<file path="src/rtl/dds_sweep_ctrl.sv">
// Stepped linear frequency sweep sequencer driving a DDS core's frequency word and phase offset.
// Optional bidirectional (up/down) sweeps are enabled by defining DDS_SWEEP_BIDIR_EN.
module dds_sweep_ctrl #(
    parameter int FW = 24,
    parameter int DW = 16
) (
    input  logic          clk,
    input  logic          rst,
    input  logic          ce_in,
    input  logic          start,
    input  logic          abort,
    input  logic [FW-1:0] f_start,
    input  logic [FW-1:0] f_stop,
    input  logic [FW-1:0] f_step,
    input  logic [DW-1:0] dwell,
    input  logic          repeat_en,
    input  logic [FW-1:0] phase_in,
`ifdef DDS_SWEEP_BIDIR_EN
    input  logic          bidir,
`endif
    output logic [FW-1:0] freqword,
    output logic [FW-1:0] phase_offset,
    output logic          busy,
    output logic          done,
    output logic          step_strobe,
    output logic [1:0]    state_dbg
);

    // start and abort are single-cycle pulses with no handshake: start is acted on only in
    // IDLE, abort in any other state, and abort wins when both arrive in the same cycle.
    typedef enum logic [1:0] {IDLE, DWELL, STEP, DONE} state_t;

    localparam logic [DW-1:0] ONE = {{(DW-1){1'b0}}, 1'b1};

    state_t        state, state_nxt;
    logic [FW-1:0] fw_nxt, ph_nxt;
    logic [DW-1:0] cnt, cnt_nxt;
    logic          strobe_nxt, load, end_sweep;
    logic [FW-1:0] start_sh, stop_sh, step_sh;
    logic [DW-1:0] dwell_sh, reload;
    logic          rep_sh;
    logic [FW:0]   up_sum;
    logic          up_ok;
`ifdef DDS_SWEEP_BIDIR_EN
    logic          bidir_sh, dir_down, dir_nxt;
    logic [FW:0]   dn_diff;
    logic          dn_ok;
`endif

    assign reload = (dwell_sh == '0) ? ONE : dwell_sh;
    // One extra bit so a step past the top of the range is caught as a carry, not a wrap.
    assign up_sum = {1'b0, freqword} + {1'b0, step_sh};
    assign up_ok  = !up_sum[FW] && (up_sum[FW-1:0] <= stop_sh);
`ifdef DDS_SWEEP_BIDIR_EN
    assign dn_diff = {1'b0, freqword} - {1'b0, step_sh};
    assign dn_ok   = !dn_diff[FW] && (dn_diff[FW-1:0] >= start_sh);
`endif

    assign busy      = (state == DWELL) || (state == STEP);
    assign done      = (state == DONE);
    assign state_dbg = state;

    always_ff @(posedge clk or negedge rst) begin
        if (!rst) begin
            state        <= IDLE;
            freqword     <= '0;
            phase_offset <= '0;
            step_strobe  <= 1'b0;
            cnt          <= '0;
            start_sh     <= '0;
            stop_sh      <= '0;
            step_sh      <= '0;
            dwell_sh     <= '0;
            rep_sh       <= 1'b0;
`ifdef DDS_SWEEP_BIDIR_EN
            bidir_sh     <= 1'b0;
            dir_down     <= 1'b0;
`endif
        end else begin
            state        <= state_nxt;
            freqword     <= fw_nxt;
            phase_offset <= ph_nxt;
            step_strobe  <= strobe_nxt;
            cnt          <= cnt_nxt;
`ifdef DDS_SWEEP_BIDIR_EN
            dir_down     <= dir_nxt;
`endif
            if (load) begin
                start_sh <= f_start;
                stop_sh  <= f_stop;
                step_sh  <= f_step;
                dwell_sh <= dwell;
                rep_sh   <= repeat_en;
`ifdef DDS_SWEEP_BIDIR_EN
                bidir_sh <= bidir;
`endif
            end
        end
    end

    always_comb begin
        state_nxt  = state;
        fw_nxt     = freqword;
        ph_nxt     = phase_offset;
        cnt_nxt    = cnt;
        strobe_nxt = 1'b0;
        load       = 1'b0;
        end_sweep  = 1'b0;
`ifdef DDS_SWEEP_BIDIR_EN
        dir_nxt    = dir_down;
`endif
        case (state)
            IDLE: begin
                if (start && !abort) begin
                    load       = 1'b1;
                    fw_nxt     = f_start;
                    ph_nxt     = phase_in;
                    strobe_nxt = 1'b1;
                    cnt_nxt    = (dwell == '0) ? ONE : dwell;
                    state_nxt  = DWELL;
`ifdef DDS_SWEEP_BIDIR_EN
                    dir_nxt    = 1'b0;
`endif
                end
            end
            DWELL: begin
                if (abort) begin
                    state_nxt = IDLE;
                end else if (ce_in) begin
                    cnt_nxt = cnt - ONE;
                    if (cnt == ONE) state_nxt = STEP;
                end
            end
            STEP: begin
                if (abort) begin
                    state_nxt = IDLE;
                end else begin
                    state_nxt  = DWELL;
                    strobe_nxt = 1'b1;
                    cnt_nxt    = reload;
`ifdef DDS_SWEEP_BIDIR_EN
                    // Turnarounds take the opposite-direction step at once, so the end
                    // frequency is never dwelt on twice.
                    if (dir_down) begin
                        if (dn_ok) fw_nxt = dn_diff[FW-1:0];
                        else if (rep_sh) begin
                            dir_nxt = 1'b0;
                            fw_nxt  = up_ok ? up_sum[FW-1:0] : start_sh;
                        end else end_sweep = 1'b1;
                    end else if (up_ok) fw_nxt = up_sum[FW-1:0];
                    else if (bidir_sh && dn_ok) begin
                        dir_nxt = 1'b1;
                        fw_nxt  = dn_diff[FW-1:0];
                    end else if (rep_sh) fw_nxt = start_sh;
                    else end_sweep = 1'b1;
`else
                    if (up_ok) fw_nxt = up_sum[FW-1:0];
                    else if (rep_sh) fw_nxt = start_sh;
                    else end_sweep = 1'b1;
`endif
                    if (end_sweep) begin
                        state_nxt  = DONE;
                        strobe_nxt = 1'b0;
                        cnt_nxt    = cnt;
                        fw_nxt     = freqword;
                    end
                end
            end
            DONE:    state_nxt = IDLE;
            default: state_nxt = IDLE;
        endcase
    end

endmodule
</file>
<file path="config.mk">
export PLATFORM = sky130hd
export DESIGN_NAME = dds_sweep_ctrl
export DESIGN_NICKNAME = d
export VERILOG_FILES = /design/src/rtl/dds_sweep_ctrl.sv
export SDC_FILE = /design/constraint.sdc
export NUM_CORES = 1
export LEC_CHECK = 0
export CORE_UTILIZATION = 53
export DETAILED_ROUTE_END_ITERATION = 6
export PLACE_DENSITY_LB_ADDON = 0.1
export REMOVE_ABC_BUFFERS = 1
export SLEW_MARGIN = 40
export SYNTH_ARGS = -nofsm -noshare
export SYNTH_HDL_FRONTEND = slang
export SYNTH_SLANG_ARGS = --single-unit
</file>
<file path="constraint.sdc">
create_clock -name clk -period 5.65 [get_ports clk]
set_input_delay 1.13 -clock clk [delete_from_list [all_inputs] [get_ports clk]]
set_output_delay 1.13 -clock clk [all_outputs]
set_load 0.01 [all_outputs]
</file>
**Word level (Yosys, flattened, before mapping)**

Index checks and enable logic that the tools add are counted.

- Word-level logic and storage cells: 69
- Bits of input ports: 118
- Bits in registers: 156
- Output and inout bits: 53

- Order comparisons: 1
- Equal/unequal tests: 12
- Mux-type cells: 30
- Reductions and logical operators: 14
- Add/subtract/negate cells: 2

Operators with widths:

| operator | count |
|---|---|
| $mux 24 | 5 |
| $mux 16 | 7 |
| $pmux 16 s3 | 1 |
| $pmux 24 s2 | 1 |
| $logic_not 16->1 | 2 |
| $add 24x24->25 | 1 |
| $le 24x24->1 | 1 |
| $eq 16x1->1 const B | 1 |
| $sub 16x1->16 const B | 1 |
| $mux 2 | 6 |
| $ne 2x2->1 const B | 5 |
| $mux 1 | 8 |
| $pmux 2 s4 | 1 |
| $ne 3x3->1 const B | 2 |
| $reduce_and 6->1 | 1 |
| $reduce_and 5->1 | 1 |
| $eq 2x2->1 const B | 2 |
| $ne 3x2->1 const B | 1 |
| $reduce_and 3->1 | 1 |
| $reduce_bool 3->1 | 1 |
| $eq 2x1->1 const B | 1 |
| $logic_and 1x1->1 | 2 |
| $logic_not 1->1 | 2 |
| $logic_not 2->1 | 1 |
| 4 further kinds | 4 |

**Logic depth before layout (Yosys ltp)**

Gate-level depths: netlist (run 1).

- Depth in word-level cells: 9
- Depth in mapped cells: 22
- Depth with buffers taken out: 21

**Least setup slack after synthesis (run 1)**

OpenSTA, ideal clock, no wires.

- Kind: flip-flop to flip-flop
- Start: reg freqword[7]
- End: reg freqword[4]
- Arrival time: 4.232 ns
- Period minus slack after synthesis: 4.353 ns
- Library setup time: 0.121 ns
- Buffers on the path: 1
- Required time: 5.529 ns
- Stages on the path, launching flop included: 19
- Path slack: 1.297 ns
- Cells stage by stage: dfrtp_1 > ha_1 > a21o_1 > or2_1 > a2111oi_2 > nor3_1 > o21a_1 > or4_1 > nand3_1 > ha_1 > nand4_1 > nor4_1 > o311a_1 > o21ai_0 > and2_1 > a21boi_1 > clkbuf_1 > nor3_1 > a22o_1

- Longest elaborated chain between the ends: 8
- Elaborated cells between the ends (all ways): 14
- Classes of those cells: add/sub: 1; order compare: 1; eq/ne: 2; mux: 7; reduce/logical: 3

Ends and longest elaborated chain:

| what | line | source |
|---|---|---|
| start: declaration | 21 | `output logic [FW-1:0] freqword,` |
| start signal: assignment | 81 | `freqword <= fw_nxt;` |
| $add 24x24->25 * | 52 | `assign up_sum = {1'b0, freqword} + {1'b0, step_sh};` |
| $le 24x24->1 / $logic_not 1->1 (equally long branches) | 53 | `assign up_ok = !up_sum[FW] && (up_sum[FW-1:0] <= stop_sh);` |
| $logic_and 1x1->1 * | 53 |  |
| $mux 1 | 157 | `if (up_ok) fw_nxt = up_sum[FW-1:0];` |
| $mux 1 | 135 | `if (abort) begin` |
| $mux 1 | 112 | `case (state)` |
| $ne 2x2->1 (no source line) | n/a |  |
| $reduce_and 5->1 (no source line) | n/a |  |

Mark *: on every way between the ends. The rest lies on a longest branch, timed or not. The select of a mux whose other input is x is not followed.
A chain may end at the register's enable or synchronous reset.

**Final worst setup path (run 1)**

- Start: reg freqword[0]
- End: reg cnt[10]

- Longest elaborated chain between the ends: 8
- Elaborated cells between the ends (all ways): 9
- Classes of those cells: add/sub: 1; order compare: 1; eq/ne: 1; mux: 3; reduce/logical: 3

Ends and longest elaborated chain:

| what | line | source |
|---|---|---|
| $add 24x24->25 * | 52 |  |
| $le 24x24->1 / $logic_not 1->1 (equally long branches) | 53 |  |
| $logic_and 1x1->1 * | 53 |  |
| $mux 1 * | 157 |  |
| $mux 1 * | 135 |  |
| $mux 1 * | 112 |  |
| $ne 2x2->1 (no source line) * | n/a |  |
| $reduce_and 6->1 (no source line) * | n/a |  |
| end signal: assignment | 84 | `cnt <= cnt_nxt;` |
| end: declaration | 37 | `logic [DW-1:0] cnt, cnt_nxt;` |

Marked as above.

==> flow_metrics.env, run 1 <==
export IMPL_synth_async_reset_ratio_pct=100
export IMPL_io_buffers=170
export IMPL_cts_sinks=156
export IMPL_ys_seq_area_share_pct=43.3
export IMPL_p_comb_share_pct=60.4
export IMPL_clock_fmax_mhz=194
export IMPL_antenna_found_initial=1
export IMPL_synth_edf_count=0
export IMPL_sequentialPowerShare_pct=25.8
export IMPL_design_area_sq_um=11500
export IMPL_io_pins=171
export IMPL_wl_met3_um=1760
export IMPL_slew_violations=0
export IMPL_place_hpwl_um=16700
export IMPL_post_drt_via_cell_ratio=5.86
export IMPL_fillers=1305
export IMPL_dp_slack_ns=0.591
export IMPL_ys_flop_type="dfrtp_1"
export IMPL_drive_gt1_share_pct=17.9
export IMPL_core_sq_um=16600
export IMPL_avgSynthCellArea_sq_um=10.5
export IMPL_worst_pin_slew_ns=0.841
export IMPL_crit_required_ns=5.97
export IMPL_drtIter0Drc=557
export IMPL_syn_to_final_growth_pct=27.9
export IMPL_netlist_area_sq_um=9010
export IMPL_placed_area_sq_um=10900
export IMPL_die_h_um=132
export IMPL_p_per_area_nw_per_um2=707
export IMPL_max_slew_margin_pct=43.4
export IMPL_design_power_total_mw=8.15
export IMPL_crit_type="reg -> reg"
export IMPL_cts_setup_buffers=0
export IMPL_die_w_um=132
export IMPL_grt_pass1_vias=7447
export IMPL_rsz0062_at_grt="no"
export IMPL_period_needed_ns=5.15
export IMPL_drcViolationCount=0
export IMPL_routed_wl_met2_um=11200
export IMPL_num_rows=47
export IMPL_p_leak_nw=5.04
export IMPL_cts_buffer_depth=2
export IMPL_start_kind="flip-flop"
export IMPL_synth_seq_cells=156
export IMPL_clk_root_buffer_cell="clkbuf_16"
export IMPL_dr_pass1_iters=5
export IMPL_setup_tns_ns=0
export IMPL_max_cap_violations=0
export IMPL_syn_inst=855
export IMPL_final_common_cell="clkdlybuf4s50_1"
export IMPL_final_cell_mix="clkdlybuf4s50_1, dfrtp_1, mux2_2"
export IMPL_ant_nets=0
export IMPL_vias=7334
export IMPL_wl_per_cell_um=18.9
export IMPL_intPower_mw=4.59
export IMPL_clk_latency_ns=0.43
export IMPL_grt_first_pass_wirelength_um=38500
export IMPL_hold_buffers=0
export IMPL_fin_skew_ns=0.0115
export IMPL_finalWorstSetupSlack_ns=0.500
export IMPL_finalWirelength_um=23600
export IMPL_initial_core_util_pct=54.4
export IMPL_synth_cell_types=65
export IMPL_outcome="complete, no violations"
export IMPL_gp_congestion=0.932
export IMPL_nets=1192
export IMPL_cp_max_fo=16
export IMPL_cts_buffers=17
export IMPL_p_sw_share_pct=43.7
export IMPL_endpoint_kind="flip-flop"
export IMPL_dieArea_sq_um=17500
export IMPL_min_path_type="reg -> reg"
export IMPL_grt_max_degree=60
export IMPL_cp_arrival_ns=5.47
export IMPL_setup_violations_final=0
export IMPL_antenna_cells=0
export IMPL_synth_warnings=0
export IMPL_clkSlewWorstSetupHoldPaths_ns=0.07
export IMPL_p_sw_mw=3.56
export IMPL_topRoutingLayerUsed="met5"
export IMPL_cts_tree="built"
export IMPL_wl_met1_um=10300
export IMPL_grt_usage_pct=28.1
export IMPL_overflow=0
export IMPL_hold_viol=0
export IMPL_cts_max_level=4
export IMPL_vdd_ir_drop_max_mv=0.373
export IMPL_min_period_over_period_pct=91.2
export IMPL_ctsResizeCount=0
export IMPL_clockPowerShare_pct=13.8
-- synth_stat cells (3+ instances only) --
cell type	n	share of area, %
dfrtp_1	156	43
mux2_2	120	15
nor2_1	62	2.6
ha_1	55	7.6
a21oi_1	52	2.9
o21ai_0	46	2.6
inv_1	45	1.9
nand2_1	32	1.3
clkbuf_1	29	1.2
nand3_1	24	1.3
o31ai_1	20	1.7
nor3_1	18	1.0
xnor2_1	17	1.7
a211oi_1	15	1.2
and3_1	15	1.0
xor2_1	14	1.4
a22oi_1	13	1.1
nor4_1	12	0.83
mux2_4	9	1.5
a21boi_0	7	0.58
a21o_1	7	0.58
buf_1	6	0.25
nand2b_1	6	0.42
a22o_1	5	0.49
nand4_1	5	0.35
o211ai_1	5	0.42
and2_1	4	0.28
buf_2	4	0.22
o21a_1	4	0.33
a211o_1	3	0.29
a311oi_1	3	0.29
or4_1	3	0.25
-- critical path, cell delays in order, from the launching register on --
cell and delay [ns]:
dfrtp_1 0.40, ha_1 0.22, inv_1 0.07, fa_1 0.20, nand2b_1 0.14, a21oi_1 0.11, a2111oi_2 0.48, nor3_1 0.16
o21a_1 0.25, or4_1 0.41, nand3_1 0.12, ha_1 0.15, nand4_1 0.11, nor4_1 0.52, nand3_1 0.12, o21ai_0 0.12
nand2_1 0.34, o21ai_4 0.31, nand4_4 0.37, mux2_4 0.42
-- final cells by class --
cell class,instances,area (sq um),area share (%)
clock buffers,21,470,4.08
clock inverters,11,108,0.933
inverters,45,169,1.47
multi-input cells,614,4790,41.6
flip-flops and latches,156,3900,33.9
well taps,220,275,2.39
repair buffers,184,1810,15.7
-- logic make-up (layout without fill, tap and decap cells) --
group / count (synthesis) / in the layout / synth area share [%]
adders and majority gates: 56 / 56 / 7.86
muxes: 131 / 131 / 16.7
and+or+nand+nor: 192 / 192 / 10.5
AOI/OAI and AO/OA: 204 / 204 / 15.0
DFF: 156 / 156 / 43.3
buffers and inverters: 85 / 261 / 3.68
xor gates and xnor gates: 31 / 31 / 3.01
-- registers in the layout, summed over array words and instances (netlist names) --
signal,flops
state_dbg,2
start_sh,24
phase_offset,24
rep_sh,1
step_strobe,1
cnt,16
stop_sh,24
step_sh,24
dwell_sh,16
freqword,24
-- metal layers --
| metal | global-route usage (%) | up-vias |
|---|---|---|
| met4 | 7.73 | 2 |
| met2 | 46.0 | 277 |
| met3 | 8.08 | 27 |
| li1 | - | 3462 |
| met1 | 36.5 | 3566 |
| met5 | 0 | - |
-- through the flow --
| step | utilization, % | cells | hold WS [ns] |
|---|---|---|---|
| 2_1_floorplan | - | 815 | 0.473 |
| 3_3_place_gp | 66.0 | 1219 | 0.482 |
| 3_5_place_dp | 66.0 | 1219 | 0.489 |
| 4_1_cts | 69.5 | 1251 | 0.503 |
| 5_1_grt | 69.5 | 1251 | 0.519 |
| 6_report | 69.5 | 1251 | 0.503 |
-- power by group through the flow --
| stage | Clock (mW) | Combinational (mW) | Sequential, mW |
|---|---|---|---|
| 6_report | 1.12 | 4.92 | 2.10 |
| 3_3_place_gp | 0 | 4.77 | 2.08 |
| 2_1_floorplan | 0 | 3.28 | 2.06 |
| 3_5_place_dp | 0 | 4.86 | 2.10 |
| 5_1_grt | 1.19 | 5.41 | 2.18 |
| 4_1_cts | 1.14 | 4.90 | 2.09 |
-- worst paths after layout --
check,slack (ns),endpoint,startpoint,cells after the start
min reg2reg,0.50,start_sh[2],start_sh[2],1
max in group asynchronous,3.98,step_sh[13],rst,2
min,0.50,start_sh[2],start_sh[2],1
max,0.50,cnt[10],freqword[0],19
max reg2reg,0.50,cnt[10],freqword[0],19
min in group asynchronous,0.64,step_sh[9],rst,1
No activity file was read; power rests on OpenSTA's default activity.
==> run 2, diff against run 1 <==
--- a/config.mk
+++ b/config.mk
@@ -5,7 +5,9 @@
 export SDC_FILE = /design/constraint.sdc
 export NUM_CORES = 1
 export LEC_CHECK = 0
-export CORE_UTILIZATION = 53
+export CELL_PAD_IN_SITES_DETAIL_PLACEMENT = 2
+export CELL_PAD_IN_SITES_GLOBAL_PLACEMENT = 2
+export CORE_UTILIZATION = 34
 export DETAILED_ROUTE_END_ITERATION = 6
 export PLACE_DENSITY_LB_ADDON = 0.1
 export REMOVE_ABC_BUFFERS = 1
==> flow_metrics.env, run 2 (synthesis results as in run 1) <==
export IMPL_placed_area_sq_um=11100
export IMPL_seq_area_sq_um=3900
export IMPL_core_sq_um=26100
export IMPL_drcViolationCount=0
export IMPL_critPathSlowestCell="nand2_1"
export IMPL_place_hpwl_um=21400
export IMPL_cts_sinks=156
export IMPL_cts_tree="built"
export IMPL_overflow=0
export IMPL_cp_max_fo=13
export IMPL_syn_to_final_growth_pct=30.1
export IMPL_finalWirelength_um=29700
export IMPL_min_period_over_period_pct=94.0
export IMPL_slowest_delay_ns=0.63
export IMPL_initial_core_util_pct=34.6
export IMPL_antenna_cells=0
export IMPL_fillers=2717
export IMPL_final_common_cell="clkdlybuf4s50_1"
export IMPL_crit_type="reg -> reg"
export IMPL_max_slew_margin_pct=43.4
export IMPL_drtIter0Drc=285
export IMPL_finalCoreUtilization_pct=45.0
export IMPL_slew_violations=0
export IMPL_final_cell_mix="clkdlybuf4s50_1, dfrtp_1, mux2_2"
export IMPL_clk_root_buffer_cell="clkbuf_16"
export IMPL_p_per_area_nw_per_um2=726
export IMPL_die_w_um=165
export IMPL_setup_tns_ns=0
export IMPL_crit_family="compound AO/OA/AOI/OAI gates"
export IMPL_design_area_sq_um=11700
export IMPL_grt_first_pass_wirelength_um=46700
export IMPL_hold_buffers=0
export IMPL_met1_usage_pct=28.0
export IMPL_wl_per_cell_um=21.7
export IMPL_start_kind="flip-flop"
export IMPL_period_needed_ns=5.31
export IMPL_dr_pass1_iters=4
export IMPL_grt_usage_pct=22.8
export IMPL_cts_buffers=17
export IMPL_post_drt_via_cell_ratio=5.40
export IMPL_gp_congestion=0.858
export IMPL_grt_max_degree=76
export IMPL_multi_input_comb_area_sq_um=4800
export IMPL_layout_cells_non_filler=1366
export IMPL_crit_required_ns=5.98
export IMPL_ant_nets=0
export IMPL_antenna_found_initial=0
export IMPL_grt_pass1_vias=8330
export IMPL_ff2ff_path_depth=21
export IMPL_min_path_type="reg -> reg"
export IMPL_endpoint_kind="flip-flop"
export IMPL_vias=7376
export IMPL_hold_viol=0
export IMPL_vdd_ir_drop_max_mv=0.363
export IMPL_cp_cell_sequence="ha_1, inv_1, fa_1, nand2b_1, a21oi_1, a2111oi_2, nor2_1, a21boi_0, o21a_1, xnor2_1, inv_1, ha_1, nand2_1, nor4_1, a21oi_1, o21ai_0, o21ai_0, and2_1, nand2_1, a211oi_1, o31ai_1"
export IMPL_num_rows=59
export IMPL_cp_depth=21
export IMPL_cts_max_level=4
export IMPL_busiest_layer="met2"
export IMPL_cts_setup_buffers=0
export IMPL_cts_buffer_depth=2
export IMPL_clkSlewWorstSetupHoldPaths_ns=0.07
export IMPL_io_pins=171
export IMPL_rsz0062_at_grt="no"
export IMPL_worst_pin_slew_ns=0.847
export IMPL_cp_arrival_ns=5.64
export IMPL_clk_latency_ns=0.44
export IMPL_clock_fmax_mhz=188
export IMPL_ctsResizeCount=0
export IMPL_io_buffers=170
export IMPL_fin_skew_ns=0.0137
export IMPL_setup_violations_final=0
export IMPL_whs_path_depth=1
export IMPL_outcome="complete, no violations"
export IMPL_nets=1192
export IMPL_dieArea_sq_um=27200
export IMPL_p_leak_nw=5.06
export IMPL_cp_num_buf_inv=2
export IMPL_met2_usage_pct=40.1
export IMPL_max_cap_violations=0
export IMPL_holdWs_ns=0.506
export IMPL_gr_usage_met3_pct=5.27
export IMPL_die_h_um=165
export IMPL_dp_cells=1334
export IMPL_drive_gt1_share_pct=18.2
## run 2: cell types whose count changed in the layout (fill, tap and decap cells not counted), moves of 2 or more
cell      before  now
buf_12         0    3
buf_4         13   11
buf_6          2    0
clkbuf_8       3    1
clkinv_2       2    0
clkinv_8       0    3
inv_8          0    5
## run 2: layer usage
layer	wire (um)	up-vias
met5	0	-
met3	1480	31
li1	-	3446
met2	14900	164
met1	13000	3735
met4	393	0
## run 2: final timing paths
| kind | from | end | slack, ns |
|---|---|---|---|
| setup reg to reg | freqword[0] | freqword[11] | 0.34 |
| hold reg to reg | start_sh[18] | start_sh[18] | 0.51 |
| max in group asynchronous | rst | freqword[20] | 3.92 |
| setup / recovery | freqword[0] | freqword[11] | 0.34 |
| min in group asynchronous | rst | stop_sh[9] | 0.70 |
| hold / removal | start_sh[18] | start_sh[18] | 0.51 |
## run 2: worst reg2reg max path: cells and delay by family (launching register included)
kind | cells | cell delay (ns)
flip-flops | 1 | 0.42
AND/OR/NAND/NOR | 6 | 1.63
buffers and inverters | 2 | 0.17
adder cells (fa/ha/maj) | 3 | 0.76
XOR/XNOR | 1 | 0.19
AO/OA/AOI/OAI | 9 | 2.05
## run 2: per-stage QoR
step,setup slack (ns),total power [mW]
global route,0.00289,9.16
CTS,0.342,8.60
global placement,0.632,7.18
detailed placement,0.447,7.33
finish,0.337,8.51
floorplan,0.661,5.34
## run 2: cell type report
class / count / area share, %
clock inverter: 15 / 1.41
multi-input combinational: 614 / 40.9
timing repair buffer: 184 / 15.8
sequential: 156 / 33.3
inverter: 45 / 1.44
clock buffer: 17 / 3.63
tap: 335 / 3.57
## run 2: power by group
part / internal (mW) / total (mW) / switching (mW)
clock: 0.595 / 1.17 / 0.576
combinational: 2.26 / 5.22 / 2.95
sequential: 1.68 / 2.12 / 0.442
==> run 3, diff against run 2 <==
--- a/config.mk
+++ b/config.mk
@@ -15,3 +15,4 @@
 export SYNTH_ARGS = -nofsm -noshare
 export SYNTH_HDL_FRONTEND = slang
 export SYNTH_SLANG_ARGS = --single-unit
+export TNS_END_PERCENT = 100
==> constraint.sdc (replaced) <==
create_clock -name clk -period 5.65 [get_ports clk]
set_input_delay 1.13 -clock clk [delete_from_list [all_inputs] [get_ports clk]]
set_output_delay 1.13 -clock clk [all_outputs]
set_load 0.005 [all_outputs]
==> results of run 3 <==
The final DEF is identical to that of run 2. Status: complete, no violations.
Main changes from that run: total power 8.51 mW -> 8.44 mW
